==> src/rtl/jpeg_rle_expander.sv <==
// Expands Huffman-decoded run/size/amplitude symbols into 64 zig-zag ordered
// quantized coefficients per 8x8 block, with valid/ready on both sides.
module jpeg_rle_expander #(
    parameter int COEF_W = 12
) (
    input  logic              clk,
    input  logic              rst,
    input  logic              s_valid,
    output logic              s_ready,
    input  logic [3:0]        s_run,
    input  logic [3:0]        s_size,
    input  logic [10:0]       s_amp,
    output logic              m_valid,
    input  logic              m_ready,
    output logic [COEF_W-1:0] m_coef,
    output logic [5:0]        m_idx,
    output logic              m_last,
    output logic              err
);

    typedef enum logic [1:0] {LOAD, ZEROS, FILL} state_t;

    state_t             state, state_n;
    logic [5:0]         idx;
    logic [3:0]         zeros_left, zeros_n;
    logic signed [12:0] pend_val, pend_val_n;
    logic               pend_vld, pend_vld_n;
    logic signed [12:0] emit_val, dec_val;
    logic               emit, slot_free, accept, size_bad, ovf, at_end;
    logic [3:0]         eff_size;

    // JPEG magnitude category decode: leading 0 bit marks a negative value
    function automatic logic signed [12:0] decode(input logic [3:0] sz, input logic [10:0] amp);
        logic [12:0] mask;
        logic [12:0] v;
        if (sz == 4'd0) return '0;
        mask = (13'd1 << sz) - 13'd1;
        v    = {2'b00, amp} & mask;
        if (v[sz - 4'd1]) return $signed(v);
        return $signed(v - mask);
    endfunction

    always_comb begin
        slot_free  = !m_valid || m_ready;
        s_ready    = (state == LOAD) && slot_free;
        accept     = s_valid && s_ready;
        size_bad   = s_size > 4'd11;
        eff_size   = size_bad ? 4'd0 : s_size;
        dec_val    = decode(eff_size, s_amp);
        at_end     = (idx == 6'd63);

        state_n    = state;
        zeros_n    = zeros_left;
        pend_val_n = pend_val;
        pend_vld_n = pend_vld;
        emit       = 1'b0;
        emit_val   = '0;
        ovf        = 1'b0;

        case (state)
            LOAD: begin
                if (accept) begin
                    emit = 1'b1;
                    if (idx == 6'd0) begin
                        emit_val = dec_val;
                    end else if (eff_size == 4'd0 && s_run == 4'd0) begin
                        state_n = FILL;
                    end else if (eff_size == 4'd0 && s_run == 4'd15) begin
                        state_n    = ZEROS;
                        zeros_n    = 4'd15;
                        pend_vld_n = 1'b0;
                        ovf        = at_end;
                    end else if (s_run == 4'd0) begin
                        emit_val = dec_val;
                    end else begin
                        state_n    = ZEROS;
                        zeros_n    = s_run - 4'd1;
                        pend_val_n = dec_val;
                        pend_vld_n = 1'b1;
                        ovf        = at_end;
                    end
                end
            end
            ZEROS: begin
                if (slot_free) begin
                    emit = 1'b1;
                    if (zeros_left != 4'd0) begin
                        zeros_n = zeros_left - 4'd1;
                        // A ZRL has nothing pending, so its last zero ends the run
                        if (zeros_left == 4'd1 && !pend_vld) state_n = LOAD;
                        ovf = at_end && (zeros_left > 4'd1 || pend_vld);
                    end else begin
                        emit_val   = pend_val;
                        pend_vld_n = 1'b0;
                        state_n    = LOAD;
                    end
                end
            end
            FILL: begin
                if (slot_free) emit = 1'b1;
            end
            default: state_n = LOAD;
        endcase

        // Emitting idx 63 closes the block; anything still queued is dropped
        if (emit && at_end) begin
            state_n    = LOAD;
            zeros_n    = '0;
            pend_vld_n = 1'b0;
        end
    end

    always_ff @(posedge clk) begin
        if (rst) begin
            state      <= LOAD;
            idx        <= '0;
            zeros_left <= '0;
            pend_val   <= '0;
            pend_vld   <= 1'b0;
            m_valid    <= 1'b0;
            m_coef     <= '0;
            m_idx      <= '0;
            m_last     <= 1'b0;
            err        <= 1'b0;
        end else begin
            state      <= state_n;
            zeros_left <= zeros_n;
            pend_val   <= pend_val_n;
            pend_vld   <= pend_vld_n;
            err        <= (accept && size_bad) || ovf;
            if (emit) begin
                m_valid <= 1'b1;
                m_coef  <= COEF_W'(emit_val);
                m_idx   <= idx;
                m_last  <= at_end;
                idx     <= idx + 6'd1;
            end else if (m_ready) begin
                m_valid <= 1'b0;
            end
        end
    end

endmodule

==> config.mk <==
export PLATFORM = sky130hd
export DESIGN_NAME = jpeg_rle_expander
export DESIGN_NICKNAME = d
export VERILOG_FILES = /design/src/rtl/jpeg_rle_expander.sv
export SDC_FILE = /design/constraint.sdc
export NUM_CORES = 1
export LEC_CHECK = 0
export ABC_AREA = 1
export CAP_MARGIN = 30
export CORE_MARGIN = 2
export CORE_UTILIZATION = 45
export DETAILED_ROUTE_END_ITERATION = 12
export PLACE_DENSITY = 0.72
export SLEW_MARGIN = 40
export SYNTH_ARGS = -nofsm -noshare
export SYNTH_HDL_FRONTEND = slang
export SYNTH_SLANG_ARGS = --single-unit
==> constraint.sdc <==
create_clock -name clk -period 2.4 [get_ports clk]
set_input_delay 0.24 -clock clk [delete_from_list [all_inputs] [get_ports clk]]
set_output_delay 0.24 -clock clk [all_outputs]
set_load 0.01 [all_outputs]
**Word level (Yosys, flattened, before mapping)**

Cells that the tools add are included.

- Logic and storage cells: 122
- Output and inout bits: 22
- Bits in registers: 46

- Muxes and demuxes: 56
- Bitwise gates (word level): 6
- Eq/ne operators: 14
- Shift operators: 1
- Add/sub/neg operators: 6
- Reductions and logical operators: 26
- Order comparisons: 3

Operators with widths:

| kind | number |
|---|---|
| $mux W12 | 11 |
| $mux W4 | 8 |
| $pmux W12 S2 | 1 |
| $mux W1 | 22 |
| $mux W2 | 8 |
| $reduce_and A7 Y1 | 2 |
| $and A11 B13 Y13 | 1 |
| $shl A1 B4 Y13 const A | 1 |
| $sub A13 B1 Y13 const B | 1 |
| $ne A2 B2 Y1 const B | 6 |
| $reduce_and A6 Y1 | 2 |
| $sub A12 B12 Y12 | 1 |
| $sub A4 B1 Y4 const B | 3 |
| $logic_and A1 B1 Y1 | 8 |
| $logic_not A4 Y1 | 2 |
| $pmux W4 S2 | 1 |
| $add A6 B1 Y6 const B | 1 |
| $eq A6 B6 Y1 const B | 1 |
| $logic_not A6 Y1 | 1 |
| $pmux W1 S2 | 3 |
| $pmux W2 S3 | 1 |
| $lt A4 B5 Y1 const B | 1 |
| $not A1 Y1 | 5 |
| $bmux W1 S4 | 1 |
| other kinds (15) | 20 |

**Longest topological paths before layout**

- Depth in word-level cells: 17
- Depth in mapped cells: 24
- Gate-level depth less buffers: 23

**Worst setup path before layout**

Ideal clock, no wire load.

- Path kind: input to register
- Start point: input port s_size[2]
- End point: register m_coef[8]
- Library setup time: 0.138 ns
- Data required time: 2.262 ns
- Slack: -0.244 ns
- Arrival time: 2.507 ns
- Stages: 21
- Cells stage by stage: ha_1 inv_1 nand2_2 inv_1 ha_1 nand3_2 ha_1 nor2_1 inv_1 ha_1 nand2_1 nor2_1 nand2_1 nor2_1 nand2_1 nand2_1 nand3_2 nand4_1 nand2_1 nand2_1 a21oi_2

- Cells in the longest elaborated chain, start to end: 17
- Elaborated cells between the ends (all ways): 24

RTL lines:

| item | RTL line | source |
|---|---|---|
| start, declared | 11 | `input logic [3:0] s_size,` |
| $gt A4 B4 Y1 | 47 | `size_bad = s_size > 4'd11;` |
| $mux W4 (*) | 48 | `eff_size = size_bad ? 4'd0 : s_size;` |
| $shl A1 B4 Y13 | 37 | `mask = (13'd1 << sz) - 13'd1;` |
| $sub A13 B1 Y13 | 37 |  |
| $and A11 B13 Y13 | 38 | `v = {2'b00, amp} & mask;` |
| $bmux W1 S4 | 39 | `if (v[sz - 4'd1]) return $signed(v);` |
| $mux W1 (not written as such) | 39 |  |
| $mux W1 | 39 |  |
| $mux W1 | 37 |  |
| $mux W12 | 40 | `return $signed(v - mask);` |
| $mux W12 | 37 |  |
| $mux W12 | 73 | `end else if (s_run == 4'd0) begin` |
| $mux W12 | 68 | `end else if (eff_size == 4'd0 && s_run == 4'd15) begin` |
| $mux W12 | 66 | `end else if (eff_size == 4'd0 && s_run == 4'd0) begin` |
| $mux W12 (*) | 64 | `if (idx == 6'd0) begin` |
| $mux W12 (*) | 62 | `if (accept) begin` |
| $pmux W12 S2 (*) | 60 | `case (state)` |
| end signal, assigned | 133 | `m_coef <= COEF_W'(emit_val);` |
| end, declared | 15 | `output logic [COEF_W-1:0] m_coef,` |

Mark *: on every way between the ends. The rest lies on a longest branch, timed or not. The select of a mux whose other input is x is not followed.
A chain may end at the register's enable or synchronous reset.

**Worst setup path after layout**

- Start point: input port s_size[2]
- End point: register m_coef[5]

The elaborated chain is that of the path after synthesis.

==> impl_metrics.yaml <==
grt:
  top_usage_layer: "met2"
  antenna_found_initial: 0
  grt_pass1_wl_um: 15900
  overflow: 0
  grt_pass1_vias: 3574
  track_usage: 0.228
  use_met3: 0.0403
  grt_max_degree: 25
  grtUsageMet1: 0.294
  grtUsageMet2: 0.404
power_and_ir_drop:
  power_per_cell_area_nw_per_um2: 678
  p_int_uw: 2000
  pwr-share-seq: 0.301
  p_switching_uw: 1490
  peakVddDrop_uv: 422
  comb_power_share: 0.567
  leakagePower_uw: 0.00229
  switching_share: 0.426
  clockPowerShare: 0.132
worst_setup_path:
  cp.required_ns: 2.65
  critPathBufInv: 5
  crit_path_start_kind: "input pin"
  path_common_cell: "nand2_1"
  endpoint_kind: "register"
  slowest_stage: "ha_4"
  max_stage_delay_ns: 0.19
  path_class: "in -> reg"
  arrival_ns: 2.59
  crit_family: "simple AND/OR/NAND/NOR gates"
  cp_cell_sequence: "buf_8, ha_4, inv_6, nand2_8, inv_6, ha_4, nand3_4, ha_4, nand4_1, and2_4, nand2_4, nand2_2, nand2_1, nand3_1, nand2_1, inv_2, nand2_8, buf_8, nand3_4, nand4_1, nand2_1, nand2_1, a21oi_2"
  cp_max_fo: 7
die:
  initial_core_util: 0.460
  rows: 32
  dieWidth_um: 92.2
  core_area_um2: 7610
  dieArea_um2: 8490
  die_y_um: 92.2
  io_pins: 45
cells_and_area:
  area_delta_synth_final_pct: 47.0
  antenna_cells: 0
  nets: 683
  multi_input_area_um2: 2560
  n_fill_cell: 620
  drive_gt1_frac: 0.310
  layoutNonFillerInstCount: 741
  register_area_um2: 921
drt:
  dr_total_vias: 3852
  routed_via_density: 5.20
  drt-wirelength-per-cell_um: 13.5
  antenna_left: 0
  route.detailed.drc: 0
  drt-pass1-iter-count: 5
  wirelength_um: 10000
  drtIter0Drc: 211
place:
  io_buffers: 44
  place.gp.congestion: 0.875
  dpl.hpwl_um: 7160
  place_inst: 717
logic_synthesis:
  syn_avg_cell_area_um2: 6.75
  seq_area_frac_synth: 0.263
  synth-seq-cells: 46
  async_flop_share: 0
  syn_inst: 518
  yosys_warnings: 0
  synth_area_um2: 3500
  synth_top_cell_by_area: "dfxtp_1"
  ys_types: 36
  synth_common_cells: "119 x nand2_1, 59 x inv_1, 46 x dfxtp_1"
  synth.net_count: 562
  synthTopCellsByArea: "dfxtp_1 26%, nand2_1 13%, nand3_2 7.7%, ha_1 7.5%, inv_1 6.3%"
  yosysMostFrequentCell: "nand2_1"
  synth_top_area_frac: 0.263
  synth_edf_count: 0
  synth_ff_type: "dfxtp_1"
status:
  status: "finished clean"
clock_tree:
  cts_root_buf: "clkbuf_8"
  numCtsBuffers: 5
  clock-sinks: 46
  max-clock-path-buffers: 2
  cts_hold_buf: 0
  clkTransAtPathRegs_ns: 0.08
  cts_max_level: 2
  clk_latency_ns: 0.30
  cts_tree: "built"
sta:
  period_needed_ns: 2.35
  grt_setup_unrepaired: "yes"
  tns_ns: 0
  fmax_ghz: 0.426
  tightest_slew_ns: 0.358
  setup_viol: 0
  post-route-period-util: 0.978
  fin_skew_ns: 0.00863
  drv_slew: 0
  relSlewSlack: 0.759
  hold_violations: 0
flow_run:
  drv_cap: 0
min_path:
  hold_path.class: "reg -> reg"
sequential cells by signal, indices dropped and copies added (netlist names):
register and flops:
m_idx 6, m_last 1, m_valid 1, idx 6, state 2, err 1, pend_vld 1, zeros_left 4
pend_val 12, m_coef 12
worst paths after layout:
check             slack, ns            end  cells past startpoint  startpoint
hold / removal         0.47      m_coef[5]                      2   m_coef[5]
hold reg to reg        0.47      m_coef[5]                      2   m_coef[5]
setup reg to reg       0.31  zeros_left[3]                     13    state[0]
setup / recovery       0.05      m_coef[5]                     23   s_size[2]
final cells by class:
type | instances | area share
Multi-Input combinational cell | 389 | 0.498
Timing Repair Buffer | 132 | 0.231
Sequential cell | 46 | 0.179
Inverter | 65 | 0.0509
Tap cell | 102 | 0.0248
Clock buffer | 6 | 0.0141
Clock inverter | 1 | 0.00146
what timing repair did:
item                       4_1_cts  5_1_grt
setup endpoints to repair       24       24
gates resized for setup         37       43
cloned                           0        1
pin swaps                       28       28
setup buffers                   13        3
cells in the final DEF, fill, tap and decap left out, types with 5 or more instances in the layout:
cell | netlist | final
nor2_1 | 36 | 29
ha_1 | 21 | 12
dfxtp_1 | 46 | 46
inv_1 | 59 | 53
ha_4 | 0 | 8
clkdlybuf4s50_1 | 0 | 40
a21oi_2 | 10 | 11
nand3_1 | 37 | 33
nand2_1 | 119 | 113
nand3_2 | 27 | 22
inv_2 | 5 | 6
clkbuf_8 | 0 | 5
nand2_2 | 13 | 14
o21ai_0 | 28 | 28
a21oi_1 | 38 | 37
nand3_4 | 0 | 9
nor3_1 | 9 | 7
xor2_1 | 6 | 6
nand4_1 | 17 | 17
buf_6 | 4 | 6
nand2_4 | 3 | 5
buf_4 | 3 | 77
metal layers:
metal,routed length (um),share of wire,up-vias
met4,55,0.0055,0
met3,312,0.031,6
met2,5060,0.51,79
met1,4570,0.46,1812
li1,-,-,1955
met5,0,0,-
worst min-delay path: stages (launching register included):
cell and delay (ns):
dfxtp_1 0.31, nand2_1 0.07, a21oi_2 0.04
metrics by stage:
stage | instance area, um^2 | total power (uW) | hold WS, ns | util | setup slack, ns
global placement | 4610 | 2810 | 0.451 | 0.606 | -0.610
detailed placement | 4610 | 2850 | 0.460 | 0.606 | -0.714
global route | 5140 | 3750 | 0.494 | 0.676 | -0.0891
floorplan | 3580 | 2210 | 0.435 | - | 0.0166
finish | 5140 | 3480 | 0.469 | 0.676 | 0.0525
CTS | 4930 | 3390 | 0.471 | 0.648 | 0.0135
power by group through the flow:
stage | clock [uW] | combinational (uW) | sequential [uW]
2_1_floorplan | 0 | 1140 | 1070
3_3_place_gp | 0 | 1760 | 1050
3_5_place_dp | 0 | 1790 | 1060
4_1_cts | 468 | 1880 | 1050
5_1_grt | 495 | 2190 | 1070
6_report | 459 | 1980 | 1050
cell families after synthesis:
logic type	Yosys count	synth area share
xor gates and xnor gates	8	0.0200
muxes	1	0.00286
AOI/OAI and AO/OA	90	0.148
and+or+nand+nor	268	0.387
buffers and inverters	84	0.103
adders and majority gates	21	0.0751
DFF	46	0.263
(Power assumes the default switching activity.)
